<file path="src/rtl/rr_arb32_idx_pkg.sv">
// Shared constants and types for the 32-way round-robin index arbiter.
package rr_arb32_idx_pkg;

    localparam int unsigned ARB_IDX_W   = 5;
    localparam int unsigned ARB_N_REQ   = 1 << ARB_IDX_W;
    localparam int unsigned ARB_PTR_RST = 0;

    typedef logic [ARB_IDX_W-1:0] idx_t;
    typedef logic [ARB_N_REQ-1:0] req_t;

endpackage

</file>
<file path="src/rtl/rr_arb32_idx_prienc32.sv">
// Lowest-set-bit priority encoder: 32-bit vector in, 5-bit index and any-set flag out.
module prienc32 (
    input  logic [31:0] vec,
    output logic [4:0]  idx,
    output logic        any
);

    always_comb begin
        idx = '0;
        any = 1'b0;
        for (int unsigned i = 0; i < 32; i++) begin
            if (!any && vec[i]) begin
                idx = 5'(i);
                any = 1'b1;
            end
        end
    end

endmodule

</file>
<file path="src/rtl/rr_arb32_idx.sv">
// Round-robin arbiter over 32 requests with a registered winner index and valid/ready handshake.
// Optional burst lock input enabled by defining RR_ARB_LOCK_EN.
module rr_arb32_idx
    import rr_arb32_idx_pkg::*;
#(
    parameter int unsigned IDX_W   = ARB_IDX_W,
    parameter int unsigned PTR_RST = ARB_PTR_RST
) (
    input  logic                    clk,
    input  logic                    rst,
    input  logic [(1<<IDX_W)-1:0]   req,
`ifdef RR_ARB_LOCK_EN
    input  logic                    lock,
`endif
    input  logic                    gnt_rdy,
    output logic                    gnt_vld,
    output logic [IDX_W-1:0]        gnt_idx,
    output logic                    busy
);

    localparam int unsigned      N_REQ    = 1 << IDX_W;
    localparam logic [IDX_W-1:0] PTR_INIT = IDX_W'(PTR_RST);

    logic [IDX_W-1:0] ptr;
    logic [IDX_W-1:0] off;
    logic [IDX_W-1:0] sel;
    logic [N_REQ-1:0] rot;
    logic             any;
    logic             load;
    logic             hold;

    assign busy = |req;
    assign load = !gnt_vld || gnt_rdy;

    // Doubling the vector makes the right-rotate by ptr a plain shift, including ptr == 0.
    assign rot = N_REQ'({req, req} >> ptr);

    prienc32 u_enc (
        .vec (rot),
        .idx (off),
        .any (any)
    );

    assign sel = ptr + off;

`ifdef RR_ARB_LOCK_EN
    assign hold = gnt_vld && lock && req[gnt_idx];
`else
    assign hold = 1'b0;
`endif

    always_ff @(posedge clk or posedge rst) begin
        if (rst) begin
            gnt_vld <= 1'b0;
            gnt_idx <= '0;
            ptr     <= PTR_INIT;
        end else if (load) begin
            if (hold) begin
                // Locked burst: re-present the same winner, pointer stays put.
                gnt_vld <= 1'b1;
            end else if (any) begin
                gnt_vld <= 1'b1;
                gnt_idx <= sel;
                ptr     <= sel + IDX_W'(1);
            end else begin
                gnt_vld <= 1'b0;
            end
        end
    end

endmodule

</file>
<file path="config.mk">
export PLATFORM = sky130hd
export DESIGN_NAME = rr_arb32_idx
export DESIGN_NICKNAME = d
export VERILOG_FILES = /design/src/rtl/rr_arb32_idx_pkg.sv /design/src/rtl/rr_arb32_idx_prienc32.sv /design/src/rtl/rr_arb32_idx.sv
export SDC_FILE = /design/constraint.sdc
export NUM_CORES = 1
export LEC_CHECK = 0
export CORE_ASPECT_RATIO = 2
export CORE_MARGIN = 8
export CORE_UTILIZATION = 40
export DETAILED_ROUTE_END_ITERATION = 16
export HOLD_SLACK_MARGIN = 0.15
export PLACE_DENSITY = 0.61
export SYNTH_ARGS = -nofsm -noshare
export SYNTH_HDL_FRONTEND = slang
export SYNTH_SLANG_ARGS = --single-unit
export TNS_END_PERCENT = 5
</file>
<file path="constraint.sdc">
create_clock -name clk -period 4.75 [get_ports clk]
set_clock_uncertainty 0.2 [all_clocks]
set_input_delay 0.95 -clock clk [delete_from_list [all_inputs] [get_ports clk]]
set_output_delay 0.95 -clock clk [all_outputs]
set_load 0.01 [all_outputs]
</file>
==> results of run 1 <==
[worst paths after layout]
kind	slack [ps]	cells after the start	start	end
max in group asynchronous	3210	2	rst	ptr[1]
min	310	1	gnt_idx[3]	gnt_idx[3]
min in group asynchronous	810	2	rst	gnt_vld
max reg2reg	-20	19	ptr[1]	ptr[4]
min reg2reg	310	1	gnt_idx[3]	gnt_idx[3]
max	-140	19	req[16]	ptr[4]
[logic make-up after synthesis]
kind of cell | count (synthesis)
DFF | 11
buffers and inverters | 31
AOI/OAI and AO/OA | 44
xor gates and xnor gates | 7
muxes | 107
and+or+nand+nor | 76
adders and majority gates | 6
[final cells by class]
type                    instances  share of cell area [%]
multi-input cells             240                   64.87
repair buffers                139                   24.05
flip-flops and latches         11                   6.019
well taps                      96                   2.614
clock buffers                   4                   1.716
inverters                       9                  0.7353
[layer usage]
metal  track usage, %  vias up  share of wire (%)
li1                 -     1407                  -
met1            24.30     1602                 37
met2            34.96      133                 53
met3            2.025       33                4.9
met4            8.653        0                4.9
met5                0        -                  0
[cell usage after synthesis (2+ instances only)]
library cell / number
nor3_1: 3
mux2_1: 2
a21boi_0: 2
nor2_1: 12
or2_1: 5
and2_1: 2
nand2b_1: 4
nand2_1: 24
buf_2: 4
inv_1: 8
buf_6: 5
nor4_4: 2
o211ai_1: 2
a211oi_1: 2
buf_1: 6
nor3_2: 2
o22ai_1: 4
xor2_1: 2
mux4_2: 60
xnor2_1: 5
a21oi_1: 10
ha_1: 5
mux2_2: 19
clkbuf_1: 6
a31oi_1: 2
o2bb2ai_1: 2
a21o_1: 4
mux2i_1: 26
o21ai_1: 3
nor2b_1: 6
nand3_1: 7
o21ai_0: 3
dfrtp_1: 11
[worst max-delay path: stages]
cell,delay (ps)
buf_8,100
mux4_2,530
buf_6,150
mux4_2,460
mux2i_1,150
buf_4,150
nand4_1,170
nor4_4,370
buf_4,170
and3_4,190
a211o_1,140
ha_1,230
a21o_1,160
a21oi_2,180
xnor2_2,150
nand3_2,120
xnor2_2,190
xnor2_1,140
mux2i_1,90
[metrics by stage]
stage	hold slack, ps	TNS, ps	util, %	setup slack [ps]
2_1_floorplan	351.2	-106.4	-	-105.9
3_3_place_gp	300.9	-5800	54.17	-778.2
3_5_place_dp	310.3	-6140	54.17	-846.9
4_1_cts	319.4	-309.3	58.02	-90.18
5_1_grt	349.3	-1608	58.70	-397.2
6_report	313.1	-332.3	58.70	-141.2
[sequential cells by signal, summed over array words and instances, names as in the netlist]
register and flops:
gnt_vld 1, ptr 5, gnt_idx 5
[cells in the final DEF, fill, tap and decap left out, drive strengths merged, types with 5 or more instances in the layout]
cell	count
mux4	60
inv	9
clkdlybuf4s50	8
o21ai	6
nor2	12
nor3	6
ha	5
or2	6
mux2	21
a21oi	10
nor2b	6
clkbuf	5
buf	130
mux2i	26
dfrtp	11
nand2	24
xnor2	5
nand3	7
[timing repair]
item / in CTS / in global routing
endpoints found under the setup margin: 9 / 9
setup buffers: 17 / 2
pin swaps: 21 / 11
gates resized for setup: 188 / 9
==> flow_summary.yaml, run 1 <==
cells_and_area:
  area.growth.synth_to_final_pct: 43.72
  fill_cells: 683
  seqCellArea_um2: 276.5
  insertedDiodeCount: 0
  nNetsFinal: 445
  layout-drive-gt1-share_pct: 62.78
  fin_area_um2: 4594
  multi_input_area_um2: 2980
  stdcell_count: 499
yosys:
  yosys_warnings: 0
  synthAdderAreaFrac_pct: 2.583
  synth-compound-area-share_pct: 9.902
  synth_top_family_by_area: "multiplexers"
  synthTopCellsByArea: "mux4_2 (42%), dfrtp_1 (8.6%), mux2i_1 (8.1%)"
  synthMuxAreaShare_pct: 57.81
  netlist.area_leader.share_pct: 42.27
  synth.cell_area_um2: 3197
  ys_seq_area_share_pct: 8.611
  synthArstFlopShare_pct: 100.0
  syn-instance-count: 282
  yosys.area_share.simple_pct: 14.09
  synth_ff_type: "dfrtp_1"
  ys_seq_elements: 11
  synth_edf_count: 0
  synth_nets: 323
  yosys.area.top_type: "mux4_2"
  synth_xor_area_share_pct: 1.918
  syn_area_per_cell_um2: 11.34
  ys_types: 55
route:
  remaining_drc_errors: 0
  antenna_left: 0
  first_iter_violations: 229
  routed_wl_um: 10970
  vias: 3175
  firstDrtPassIters: 4
  vias_per_cell: 6.363
  routedWlPerCell_um: 21.98
placement:
  hpwl_um: 8873
  detailed_place.area_um2: 4240
  place_congestion: 0.9192
  portBuffers: 41
  placed_cells: 476
run_status:
  violations: "setup timing"
  status: "finished, violations left"
global_routing:
  globalRouteOverflowTotal: 0
  grt_max_degree: 27
  grt_pass1_wl_um: 18120
  track_usage_pct: 20.18
  grt_pass1_vias: 3418
  antenna_found_initial: 0
timing:
  slew_violations: 0
  max_freq_ghz: 0.2044
  min_period_ps: 4891
  worst_pin_slew_ps: 660.6
  layout_setup_ws_ps: -141.2
  setup_viol: 5
  rsz0062_at_grt: "yes"
  relSlewSlack_pct: 55.91
  final_hold_viol_count: 0
  post-route-period-util_pct: 103.0
cts:
  clkSinkCount: 11
  cts_root_buffer: "clkbuf_16"
  clockBufferDepth: 2
  cts_made_buffers: 3
  clk_pin_slew_ps: 40
  htreeDepth: 1
  clk_latency_ps: 230
  cts_tree: "yes"
  cts_hold_repair.buffers: 0
min_path:
  hp-class: "reg -> reg"
die:
  core.rowCount: 46
  die_area_um2: 11280
  die_x_um: 79.22
  die_h_um: 142.4
  start_util_pct: 40.84
  io_pins: 42
  fp.coreArea_um2: 7828
setup_path:
  cp.required_ps: 4650
  critPathKind: "in -> reg"
  crit_path_start_kind: "primary input"
  cp.arrival_ps: 4790
  critPathMaxFanout: 5
  endpoint_kind: "register"
run:
  max-cap-violations: 0
Power of run 1 is left out: the tool's default activity adds up to more than one toggle a clock period on the data nets, which glitch-free logic cannot reach.
==> run 2, diff against run 1 <==
Settings changed: CORE_ASPECT_RATIO 2 to 1.75, RECOVER_POWER set to 100.
==> flow_summary.yaml, run 2 (synthesized netlist as in run 1, its figures left out) <==
global_routing:
  grt_pass1_vias: 3520
  track_usage_pct: 19.17
  globalRouteOverflowTotal: 0
  antenna_found_initial: 0
  grt_max_degree: 33
  grt_pass1_wl_um: 17690
route:
  met2_length_um: 6179
  antenna_left: 0
  first_iter_violations: 111
  vias: 3221
  remaining_drc_errors: 0
  top_layer_used: "met4"
  vias_per_cell: 6.303
  firstDrtPassIters: 5
  drt-met1-wl_um: 3634
  routed_wl_um: 10980
  routedWlPerCell_um: 21.49
  met3_length_um: 387
cells_and_area:
  reg_top3: "gnt_idx: 5 flops, ptr: 5 flops, gnt_vld: 1 flops"
  area.growth.synth_to_final_pct: 50.41
  insertedDiodeCount: 0
  nNetsFinal: 463
  seqCellArea_um2: 276.5
  fill_cells: 621
  multi_input_area_um2: 3045
  layout-drive-gt1-share_pct: 67.22
  final_cell_mix: "buf_4 (108), mux4_2 (60), nand2_1 (23)"
  final_common_cell: "buf_4"
min_path:
  min_to: "gnt_idx[0]"
  holdPathStages: 1
  hp-class: "reg -> reg"
  hp-start: "gnt_idx[0]"
timing:
  min_period_ps: 4923
  layout_setup_ws_ps: -173.1
  setup_viol: 5
  post-route-period-util_pct: 103.6
  max_freq_ghz: 0.2031
  slew_violations: 0
  rsz0062_at_grt: "yes"
  worst_pin_slew_ps: 738.9
  relSlewSlack_pct: 50.74
  final_hold_viol_count: 0
die:
  core.rowCount: 43
  fp.coreArea_um2: 7855
  die_x_um: 83.58
  io_pins: 42
  die_h_um: 134.3
  die_area_um2: 11220
  start_util_pct: 40.70
setup_path:
  crit_buf_inv: 4
  cp.required_ps: 4630
  cp.arrival_ps: 4810
  r2r_cells: 20
  crit_family: "multiplexers"
  r2r_slack_ps: -70
  r2r_start: "ptr[1]"
  cpPeakStageDelay_ps: 520
  reg2reg_to: "ptr[4]"
  endpoint_kind: "register"
  critPathMaxFanout: 5
  crit_path_start_kind: "primary input"
  worstPathCellList: "buf_6 -> mux4_2 -> mux2_4 -> or2_1 -> mux4_2 -> buf_6 -> nor3_4 -> and2_4 -> a41oi_2 -> nand3_2 -> ha_4 -> inv_2 -> fa_2 -> inv_2 -> a21o_1 -> a21oi_2 -> xnor2_2 -> xnor2_2 -> xnor2_1 -> mux2i_1"
  critPathKind: "in -> reg"
  crit_slowest_cell: "mux4_2"
run_status:
  violations: "setup timing"
  status: "finished, violations left"
placement:
  place_congestion: 0.9091
  pre_cts_ws_ps: -895.3
  portBuffers: 41
  hpwl_um: 8701
cts:
  cts_made_buffers: 3
  clockBufferDepth: 2
  htreeDepth: 1
  cts_tree: "yes"
  clkSinkCount: 11
  clk_pin_slew_ps: 40
  clk_latency_ps: 240
  cts_root_buffer: "clkbuf_16"
  cts_hold_repair.buffers: 0
run:
  max-cap-violations: 0
run 2: cell count changes in the layout (fill, tap and decap cells not counted), sizes merged:
cell and change:
clkdlybuf4s50 -7, dlygate4sd3 +7, buf +19, clkinv +1, clkbuf -2
run 2: what timing repair did:
item,4_1_cts,5_1_grt
pin swaps,25,17
gates resized for setup,201,19
setup buffers,31,4
cloned,0,0
endpoints found under the setup margin,9,9
run 2: metal layers:
layer	global-route usage [%]	up-vias
met4	12.36	0
met1	17.80	1593
met5	0	-
li1	-	1433
met2	37.53	135
met3	2.307	60
run 2: final cells by class:
cell class              count  share of cell area (%)
multi-input cells         240                   63.34
repair buffers            157                   26.20
flip-flops and latches     11                   5.751
well taps                  90                   2.342
clock buffers               3                   1.561
inverters                   9                  0.7026
clock inverters             1                  0.1041
run 2: stage by stage:
stage	utilization, %	TNS, ps	hold slack (ps)	cells	instance area [µm²]
2_1_floorplan	-	-106.4	351.2	282	3211
3_3_place_gp	54.08	-5957	290.3	472	4248
3_5_place_dp	54.08	-6246	294.9	472	4248
4_1_cts	59.83	-423.6	304.3	507	4700
5_1_grt	61.21	-1193	327.0	511	4808
6_report	61.21	-578.8	295.0	511	4808
run 2: how the worst max path moves through the flow:
stage / end / cells after the start / start
after CTS: ptr[4] / 20 / req[16]
final: ptr[4] / 20 / req[16]
after global routing: ptr[4] / 20 / req[12]
after detailed placement: ptr[4] / 17 / req[17]
after global placement: ptr[4] / 17 / req[19]
after floorplan: ptr[4] / 18 / req[11]
Power of run 2 is left out for the same reason.
